[src/rtl/urv_pipe_ctrl_pkg.sv]
// Shared constants for the uRV pipeline control unit: stage indices,
// legacy self-stall mask and a counter sizing helper.
package urv_pipe_ctrl_pkg;

  localparam int URV_STAGE_F = 0;
  localparam int URV_STAGE_D = 1;
  localparam int URV_STAGE_X = 2;
  localparam int URV_STAGE_W = 3;

  localparam logic [3:0] URV_SELF_STALL_MASK = 4'b1100;

  // Bits needed to hold max_val; never less than one.
  function automatic int urv_cnt_bits(input int max_val);
    return (max_val < 1) ? 1 : $clog2(max_val + 1);
  endfunction

endpackage

[src/rtl/urv_pipe_ctrl_if.sv]
// Bundle between the stage modules / CSR block (master) and the pipeline
// control unit (slave).
interface urv_pipe_ctrl_if #(
  parameter int g_num_stages = 4,
  parameter int g_cnt_width  = 32
);
  // No valid/ready pairs here: branch_i, flush_i and the two clear inputs are
  // single-cycle pulses sampled every clock; stall_o/kill_o are level outputs
  // valid in the same cycle as the requests that produced them.
  logic [g_num_stages-1:0] stall_req_i;
  logic                    branch_i;
  logic                    flush_i;
  logic                    wdog_clr_i;
  logic                    cnt_clr_i;
  logic [g_num_stages-1:0] stall_o;
  logic [g_num_stages-1:0] kill_o;
  logic                    wdog_o;
  logic [g_cnt_width-1:0]  cnt_stall_o;
  logic [g_cnt_width-1:0]  cnt_kill_o;

  modport master (
    output stall_req_i, branch_i, flush_i, wdog_clr_i, cnt_clr_i,
    input  stall_o, kill_o, wdog_o, cnt_stall_o, cnt_kill_o
  );

  modport slave (
    input  stall_req_i, branch_i, flush_i, wdog_clr_i, cnt_clr_i,
    output stall_o, kill_o, wdog_o, cnt_stall_o, cnt_kill_o
  );
endinterface

[src/rtl/urv_sat_counter.sv]
// Saturating up-counter with synchronous clear; clear beats increment and
// the count sticks at all-ones instead of wrapping.
module urv_sat_counter #(
  parameter int g_width = 32
) (
  input  logic               clk_i,
  input  logic               rst_n_i,
  input  logic               clr_i,
  input  logic               inc_i,
  output logic [g_width-1:0] cnt_o
);
  logic [g_width-1:0] cnt_q, cnt_d;

  always_comb begin
    cnt_d = cnt_q;
    if (clr_i) begin
      cnt_d = '0;
    end else if (inc_i && (cnt_q != '1)) begin
      cnt_d = cnt_q + 1'b1;
    end
  end

  always_ff @(posedge clk_i) begin
    if (!rst_n_i) begin
      cnt_q <= '0;
    end else begin
      cnt_q <= cnt_d;
    end
  end

  assign cnt_o = cnt_q;
endmodule

[src/rtl/urv_pipe_ctrl.sv]
// Pipeline control: merges stall requests into per-stage stall enables,
// builds branch/flush kill shadows, stall watchdog and perf counters.
module urv_pipe_ctrl
  import urv_pipe_ctrl_pkg::*;
#(
  parameter int                      g_num_stages      = 4,
  parameter int                      g_branch_stage    = 2,
  parameter logic [g_num_stages-1:0] g_self_stall_mask = g_num_stages'(URV_SELF_STALL_MASK),
  parameter int                      g_stall_timeout   = 1024,
  parameter int                      g_cnt_width       = 32
) (
  input logic            clk_i,
  input logic            rst_n_i,
  urv_pipe_ctrl_if.slave ctrl_if
);
  localparam int NS        = g_num_stages;
  localparam int BS        = g_branch_stage;
  localparam int FLUSH_LEN = NS - 2;
  localparam int FW        = urv_cnt_bits(FLUSH_LEN);
  localparam int WW        = urv_cnt_bits(g_stall_timeout);

  logic [NS-1:0] stall, kill;
  logic          req_above, br_acc, br_eff, flush_act;
  logic [BS-1:0] sh_q, sh_d;
  logic [FW-1:0] flush_cnt_q, flush_cnt_d;
  logic          wdog_q, wdog_d, wdog_hit;

  // A stage stalls when any younger-to-older stage further down the pipe asks.
  always_comb begin
    stall     = '0;
    req_above = 1'b0;
    for (int i = NS - 1; i >= 0; i--) begin
      stall[i]  = req_above | (g_self_stall_mask[i] & ctrl_if.stall_req_i[i]);
      req_above = req_above | ctrl_if.stall_req_i[i];
    end
  end

  // A flush in the same cycle swallows the branch.
  assign br_eff    = ctrl_if.branch_i & ~ctrl_if.flush_i;
  assign flush_act = ctrl_if.flush_i | (flush_cnt_q != '0);

  always_comb begin
    kill   = '0;
    br_acc = br_eff;
    for (int i = 1; i <= BS; i++) begin
      br_acc  = br_acc | sh_q[i-1];
      kill[i] = br_acc;
    end
    for (int i = 1; i <= NS - 2; i++) begin
      kill[i] = kill[i] | flush_act;
    end
  end

  always_comb begin
    sh_d        = sh_q;
    flush_cnt_d = flush_cnt_q;
    if (ctrl_if.flush_i) begin
      sh_d        = '0;
      flush_cnt_d = FW'(FLUSH_LEN);
    end else begin
      if (!stall[BS]) begin
        sh_d[0] = ctrl_if.branch_i;
        for (int k = 1; k < BS; k++) begin
          sh_d[k] = sh_q[k-1];
        end
      end
      if ((flush_cnt_q != '0) && !stall[NS-2]) begin
        flush_cnt_d = flush_cnt_q - 1'b1;
      end
    end
  end

  generate
    if (g_stall_timeout > 0) begin : g_wdog
      logic [WW-1:0] wdog_cnt;
      urv_sat_counter #(.g_width(WW)) u_wdog_cnt (
        .clk_i   (clk_i),
        .rst_n_i (rst_n_i),
        .clr_i   (~stall[0] | ctrl_if.wdog_clr_i),
        .inc_i   (stall[0]),
        .cnt_o   (wdog_cnt)
      );
      // Fires at the edge that completes the timeout-th stalled cycle.
      assign wdog_hit = stall[0] & (wdog_cnt >= WW'(g_stall_timeout - 1));
    end else begin : g_no_wdog
      assign wdog_hit = 1'b0;
    end
  endgenerate

  assign wdog_d = ctrl_if.wdog_clr_i ? 1'b0 : (wdog_q | wdog_hit);

  always_ff @(posedge clk_i) begin
    if (!rst_n_i) begin
      sh_q        <= '0;
      flush_cnt_q <= '0;
      wdog_q      <= 1'b0;
    end else begin
      sh_q        <= sh_d;
      flush_cnt_q <= flush_cnt_d;
      wdog_q      <= wdog_d;
    end
  end

  urv_sat_counter #(.g_width(g_cnt_width)) u_cnt_stall (
    .clk_i   (clk_i),
    .rst_n_i (rst_n_i),
    .clr_i   (ctrl_if.cnt_clr_i),
    .inc_i   (|stall),
    .cnt_o   (ctrl_if.cnt_stall_o)
  );

  urv_sat_counter #(.g_width(g_cnt_width)) u_cnt_kill (
    .clk_i   (clk_i),
    .rst_n_i (rst_n_i),
    .clr_i   (ctrl_if.cnt_clr_i),
    .inc_i   (ctrl_if.branch_i | ctrl_if.flush_i),
    .cnt_o   (ctrl_if.cnt_kill_o)
  );

  assign ctrl_if.stall_o = stall;
  assign ctrl_if.kill_o  = kill;
  assign ctrl_if.wdog_o  = wdog_q;
endmodule

[src/flat_wrapper.sv]
// flat-port wrapper written by rule: the top's interface ports become plain ports
module urv_pipe_ctrl_flat import urv_pipe_ctrl_pkg::*;
#(
  parameter int                      g_num_stages      = 4,
  parameter int                      g_branch_stage    = 2,
  parameter logic [g_num_stages-1:0] g_self_stall_mask = g_num_stages'(URV_SELF_STALL_MASK),
  parameter int                      g_stall_timeout   = 1024,
  parameter int                      g_cnt_width       = 32
)
  (clk_i, rst_n_i, ctrl_if_stall_req_i, ctrl_if_branch_i, ctrl_if_flush_i, ctrl_if_wdog_clr_i, ctrl_if_cnt_clr_i, ctrl_if_stall_o, ctrl_if_kill_o, ctrl_if_wdog_o, ctrl_if_cnt_stall_o, ctrl_if_cnt_kill_o);
  urv_pipe_ctrl_if #(.g_num_stages(g_num_stages), .g_cnt_width(g_cnt_width)) ctrl_if_i ();
  input logic clk_i;
  input logic rst_n_i;
  input wire logic [$bits(ctrl_if_i.stall_req_i)-1:0] ctrl_if_stall_req_i;
  input wire logic [$bits(ctrl_if_i.branch_i)-1:0] ctrl_if_branch_i;
  input wire logic [$bits(ctrl_if_i.flush_i)-1:0] ctrl_if_flush_i;
  input wire logic [$bits(ctrl_if_i.wdog_clr_i)-1:0] ctrl_if_wdog_clr_i;
  input wire logic [$bits(ctrl_if_i.cnt_clr_i)-1:0] ctrl_if_cnt_clr_i;
  output wire logic [$bits(ctrl_if_i.stall_o)-1:0] ctrl_if_stall_o;
  output wire logic [$bits(ctrl_if_i.kill_o)-1:0] ctrl_if_kill_o;
  output wire logic [$bits(ctrl_if_i.wdog_o)-1:0] ctrl_if_wdog_o;
  output wire logic [$bits(ctrl_if_i.cnt_stall_o)-1:0] ctrl_if_cnt_stall_o;
  output wire logic [$bits(ctrl_if_i.cnt_kill_o)-1:0] ctrl_if_cnt_kill_o;
  assign ctrl_if_i.stall_req_i = ctrl_if_stall_req_i;
  assign ctrl_if_i.branch_i = ctrl_if_branch_i;
  assign ctrl_if_i.flush_i = ctrl_if_flush_i;
  assign ctrl_if_i.wdog_clr_i = ctrl_if_wdog_clr_i;
  assign ctrl_if_i.cnt_clr_i = ctrl_if_cnt_clr_i;
  assign ctrl_if_stall_o = ctrl_if_i.stall_o;
  assign ctrl_if_kill_o = ctrl_if_i.kill_o;
  assign ctrl_if_wdog_o = ctrl_if_i.wdog_o;
  assign ctrl_if_cnt_stall_o = ctrl_if_i.cnt_stall_o;
  assign ctrl_if_cnt_kill_o = ctrl_if_i.cnt_kill_o;
  urv_pipe_ctrl #(.g_num_stages(g_num_stages), .g_branch_stage(g_branch_stage), .g_self_stall_mask(g_self_stall_mask), .g_stall_timeout(g_stall_timeout), .g_cnt_width(g_cnt_width)) u_core (.clk_i(clk_i), .rst_n_i(rst_n_i), .ctrl_if(ctrl_if_i));
endmodule
[config.mk]
export PLATFORM = sky130hd
export DESIGN_NAME = urv_pipe_ctrl_flat
export DESIGN_NICKNAME = d
export VERILOG_FILES = /design/src/rtl/urv_pipe_ctrl_pkg.sv /design/src/rtl/urv_pipe_ctrl_if.sv /design/src/rtl/urv_sat_counter.sv /design/src/rtl/urv_pipe_ctrl.sv /design/src/flat_wrapper.sv
export SDC_FILE = /design/constraint.sdc
export NUM_CORES = 1
export LEC_CHECK = 0
export ABC_AREA = 0
export CORE_ASPECT_RATIO = 2
export CORE_UTILIZATION = 29
export DETAILED_ROUTE_END_ITERATION = 10
export GPL_ROUTABILITY_DRIVEN = 1
export MAX_ROUTING_LAYER = met4
export SLEW_MARGIN = 20
export SYNTH_ARGS = -nofsm -noshare
export SYNTH_HDL_FRONTEND = slang
export SYNTH_SLANG_ARGS = --single-unit
[constraint.sdc]
create_clock -name clk_i -period 3.7 [get_ports clk_i]
set_input_delay 0.925 -clock clk_i [delete_from_list [all_inputs] [get_ports clk_i]]
set_output_delay 0.925 -clock clk_i [all_outputs]
set_load 0.005 [all_outputs]
# Word level (Yosys, flattened, before mapping)
# Cells that the tools add are included.
# op_classes
n_shift,0
n_eq_ne,3
n_addsub,4
n_mul,0
reduce_logical,12
muxes,2
n_bitwise,15
magnitude_cmp,1
div,0
# ops
cell,n
$add 32x1->32 const B,2
$ne 32x32->1 const B,2
$add 11x1->11 const B,1
$ge 11x10->1 const B,1
$ne 11x11->1 const B,1
$or 1x1->1,10
$reduce_or 2->1,4
$logic_and 1x1->1,4
$mux 2,2
$reduce_bool 2->1,2
$not 1->1,3
$reduce_or 3->1,1
$and 1x1->1,2
$sub 2x1->2 const B,1
$logic_not 1->1,1
# word_totals
ff_bits,80
latchBits,0
n_memories,0
elab_cells,44
mem_bits_ro,0
ramBits,0
output_inout_bits,73
in_bits,10

# Depth between registers and ports, before layout
# depth
depth_word,5
depth_mapped,8
depth_no_buf,7

# Cells and area by module
# A second synthesis with hierarchy kept.
# hier_totals
hier_cells,512
hier_area_um2,4200.3
# modules_own_cells
module,cells_each,instances,area_per_inst_um2
urv_sat_counter (u_core.u_cnt_kill ...),203,2,1667.8
urv_sat_counter (u_core.g_wdog.u_wdog_cnt),66,1,545.5
urv_pipe_ctrl,40,1,319.1

# Worst setup path before layout
# No wires, ideal clock.
# synth_path
path_kind,input -> output
startpoint,input port ctrl_if_stall_req_i[2]
endpoint,output port ctrl_if_stall_o[0]
required_ns,2.775
arrival_time_ns,1.723
path_slack_ns,1.052
n_path_buf,2
path_stages,4
path_cell_list,nor3_1 > clkbuf_1 > inv_2 > buf_4
# synth_via
elab_chain_len,2
# synth_rtl
element,line_no,text
"start, declared",flat_wrapper.sv:14,input wire logic [$bits(ctrl_if_i.stall_req_i)-1:0] ctrl_if_stall_req_i;
$or 1x1->1 (2 in series),urv_pipe_ctrl.sv:34,req_above = req_above | ctrl_if.stall_req_i[i];
"end, declared",flat_wrapper.sv:19,output wire logic [$bits(ctrl_if_i.stall_o)-1:0] ctrl_if_stall_o;
# Every way passes these cells.

# Final worst setup path
# layout_path
startpoint,input port ctrl_if_branch_i
endpoint,output port ctrl_if_kill_o[2]
# layout_via
elab_chain_len,4
# layout_rtl
element,line_no,text
"start, declared",flat_wrapper.sv:15,input wire logic [$bits(ctrl_if_i.branch_i)-1:0] ctrl_if_branch_i;
$and 1x1->1,urv_pipe_ctrl.sv:39,assign br_eff = ctrl_if.branch_i & ~ctrl_if.flush_i;
$or 1x1->1 (2 in series),urv_pipe_ctrl.sv:46,br_acc = br_acc | sh_q[i-1];
$or 1x1->1,urv_pipe_ctrl.sv:50,kill[i] = kill[i] | flush_act;
"end, declared",flat_wrapper.sv:20,output wire logic [$bits(ctrl_if_i.kill_o)-1:0] ctrl_if_kill_o;
# Every way passes these cells.

==> results.py <==
metrics = {
    "die": {
        "fp.dieH_microns": 169.8,
        "dieArea_sq_um": 14590,
        "die_w_microns": 85.91,
        "rows": 61,
        "coreArea_sq_um": 13810,
        "ioPinCount": 83,
        "initial_core_util_pct": 29.56,
    },
    "detailed_routing": {
        "wl_per_cell_microns": 14.56,
        "drtIter0Drc": 127,
        "wl_met3_microns": 377,
        "top_layer": "met4",
        "vias": 3915,
        "drt-met1-wl_microns": 4367,
        "dr_wl_met2_microns": 5948,
        "drc": 2,
        "ant_nets": 0,
        "avgViaCountPerCell": 5.199,
        "wl_microns": 10970,
        "dr.pass1.iters": 8,
    },
    "clocking": {
        "cts_resized": 0,
        "postCtsSetupRepairBufs": 0,
        "clock_sinks": 80,
        "clockBufferDepth": 2,
        "root_buffer": "clkbuf_16",
        "cts_tree": "built",
        "numCtsBuffers": 9,
        "htree_levels": 3,
        "hold_buffers": 0,
        "clk_latency_ns": 0.34,
        "cts.clk_slew.worst_paths_ns": 0.06,
    },
    "synthesis": {
        "yosysTopAreaCellShare_pct": 39.22,
        "synth_edf_count": 0,
        "synth_commonest_cells": "80 x dfxtp_1, 44 x nor2_1, 41 x a21oi_1",
        "synth_cell_types": 59,
        "ys_top_cells_by_area": "dfxtp_1 39%, a21oi_1 5.0%, or3_1 4.4%",
        "syn_avg_cell_area_sq_um": 8.420,
        "synth.most_common_cell": "dfxtp_1",
        "ys_seq_elements": 80,
        "yosys.area.top_type": "dfxtp_1",
        "syn-instance-count": 485,
        "yosysSeqAreaShare_pct": 39.22,
        "syn-cell-area_sq_um": 4084,
        "async_reset_ff_share_pct": 0,
        "synth_ff_type": "dfxtp_1",
        "yosys_warnings": 0,
    },
    "power": {
        "pwr_density_cell_nw_per_um2": 360.2,
        "p_leak_nw": 1.668,
        "vdd_drop_max_uv": 194.0,
    },
    "sta": {
        "drv_slew": 0,
        "setup_viol": 0,
        "tns_ns": 0,
        "min_period_ns": 3.378,
        "fin_worst_skew_ns": 0.01042,
        "fmax_ghz": 0.2961,
        "worst_pin_slew_ns": 0.8486,
        "fin_crit_sh_pct": 91.28,
        "timing.final.hold_violations": 0,
        "rsz0062_at_grt": "no",
        "slew_headroom_pct": 43.43,
    },
    "global_routing": {
        "grt_pass1_vias": 3708,
        "grt_max_degree": 39,
        "antenna_found_initial": 0,
        "grt_overflow": 0,
        "grt_pass1_wl_microns": 17900,
        "grtUsageTotal_pct": 15.84,
    },
    "final_layout": {
        "area_delta_synth_final_pct": 30.73,
        "n_antenna_cell": 0,
        "multi_input_area_sq_um": 2288,
        "fin_util_pct": 38.65,
        "fin_nets": 573,
        "fill_cells": 1399,
        "stdcell_area_sq_um": 5339,
        "register_area_sq_um": 1602,
        "drive_above_1_share_pct": 10.11,
    },
    "worst_hold_path": {
        "min_delay_path_depth": 2,
        "holdCritStartpoint": "u_core.sh_q[0]",
        "hp-class": "register to register",
        "min_to": "u_core.sh_q[1]",
    },
    "placed_design": {
        "hpwlAfterDp_microns": 8049,
        "place_area_sq_um": 5011,
        "io_buffers": 79,
        "gp_congestion": 0.7479,
    },
    "outcome": {
        "violations": "design-rule violations",
        "outcome": "finished, violations left",
    },
    "critical_path": {
        "rrSetupSlack_ns": 1.25,
        "cp_cell_sequence": "clkdlybuf4s50_1 > nor2_1 > nand3b_1 > or2_2 > clkdlybuf4s50_1",
        "worst_setup_path_start_kind": "input port",
        "crit_top_cell": "clkdlybuf4s50_1",
        "critPathCaptureType": "output pin",
        "critPathKind": "input port to output pin",
        "worstPathMaxFanout": 3,
        "timing.rr.end": "u_core.u_cnt_stall.cnt_o[29]",
        "worst_ep_arrival_time_ns": 2.45,
        "crit_required_ns": 2.77,
        "r2r_start": "u_core.u_cnt_stall.cnt_o[0]",
        "critPathMaxStageDelay_ns": 0.48,
        "slowest_stage": "clkdlybuf4s50_1",
        "ff2ff_path_depth": 6,
    },
    "flow_run": {
        "max_cap_violations": 0,
    },
}
==> how the worst max path moves through the flow <==
stage / from / end / slack [ns] / cells past startpoint
3_5_place_dp: ctrl_if_branch_i / ctrl_if_kill_o[2] / 0.30 / 5
3_3_place_gp: ctrl_if_branch_i / ctrl_if_kill_o[2] / 0.32 / 5
5_1_grt: ctrl_if_branch_i / ctrl_if_kill_o[2] / 0.23 / 5
2_1_floorplan: ctrl_if_stall_req_i[2] / ctrl_if_stall_o[0] / 1.05 / 4
6_report: ctrl_if_branch_i / ctrl_if_kill_o[2] / 0.32 / 5
4_1_cts: ctrl_if_branch_i / ctrl_if_kill_o[2] / 0.30 / 5
==> where the power goes <==
| group | internal [mW] | leakage [nW] | total, mW | switching, mW |
|---|---|---|---|---|
| sequential | 0.865 | 0.645 | 0.870 | 0.00444 |
| clock | 0.600 | 0.157 | 0.981 | 0.381 |
| combinational | 0.0320 | 0.866 | 0.0728 | 0.0407 |
==> registers in the layout, indices dropped and copies added (netlist names) <==
| signal | count |
|---|---|
| u_core.ctrl_if.wdog_o | 1 |
| u_core.sh_q | 2 |
| u_core.u_cnt_kill.cnt_o | 32 |
| u_core.g_wdog.u_wdog_cnt.cnt_o | 11 |
| u_core.u_cnt_stall.cnt_o | 32 |
| u_core.flush_cnt_q | 2 |
==> layout by cell type, fill, tap and decap left out, drive strengths merged, types with 5 or more instances in the layout <==
cell           synthesis  routed
inv                    9      12
nand4                 22      22
xnor2                 13      13
or2                    7       7
o21ai                 29      29
mux2i                  5       5
nand3                 27      27
and4                   9       9
o31ai                  8       8
or3                   31      31
nor4                  10      10
clkdlybuf4s50          0      79
dfxtp                 80      80
and2                   5       5
nor2                  44      44
buf                   15       8
nor3                  13      13
nand2                 39      39
clkbuf                 8       9
and3                   7       7
a31o                   5       5
a21oi                 44      44
or4                   12      12
xor2                   5       5
==> final cells by class <==
| type | count | share of cell area [%] |
|---|---|---|
| sequential | 80 | 30.00 |
| tap | 189 | 4.429 |
| timing repair buffer | 87 | 15.94 |
| multi-input combinational | 372 | 42.86 |
| inverter | 9 | 0.6328 |
| clock inverter | 7 | 1.922 |
| clock buffer | 9 | 4.218 |
==> critical path: cells and delay by family <==
kind	cells	cell delay, ns
buf+inv	2	0.93
simple gates	3	0.59
==> per-layer routing <==
metal | up-vias | track usage, %
li1 | 1957 | -
met1 | 1844 | 17.06
met2 | 96 | 28.36
met3 | 18 | 1.988
met4 | 0 | 7.319
met5 | - | -
==> kinds of logic (layout without fill, tap and decap cells) <==
logic type	after synthesis	in the layout	synth area share (%)
simple gates	233	233	32.63
other cells	1	2	0.09182
buf+inv	34	112	4.902
mux	5	5	1.226
fa+ha+maj	4	4	1.226
compound gates	110	110	16.85
xor+xnor	18	18	3.860
flops	80	80	39.22
==> through the flow <==
stage / worst slack (ns) / power, mW / std cells / hold slack (ns)
CTS: 0.2999 / 1.952 / 753 / 0.4657
detailed placement: 0.3009 / 0.9632 / 737 / 0.4596
global placement: 0.3163 / 0.9617 / 737 / 0.4551
floorplan: 1.052 / 0.9298 / 486 / 0.4316
global route: 0.2302 / 1.993 / 753 / 0.5073
finish: 0.3225 / 1.923 / 753 / 0.4663
Note: power is estimated with default switching activity, not from simulation.
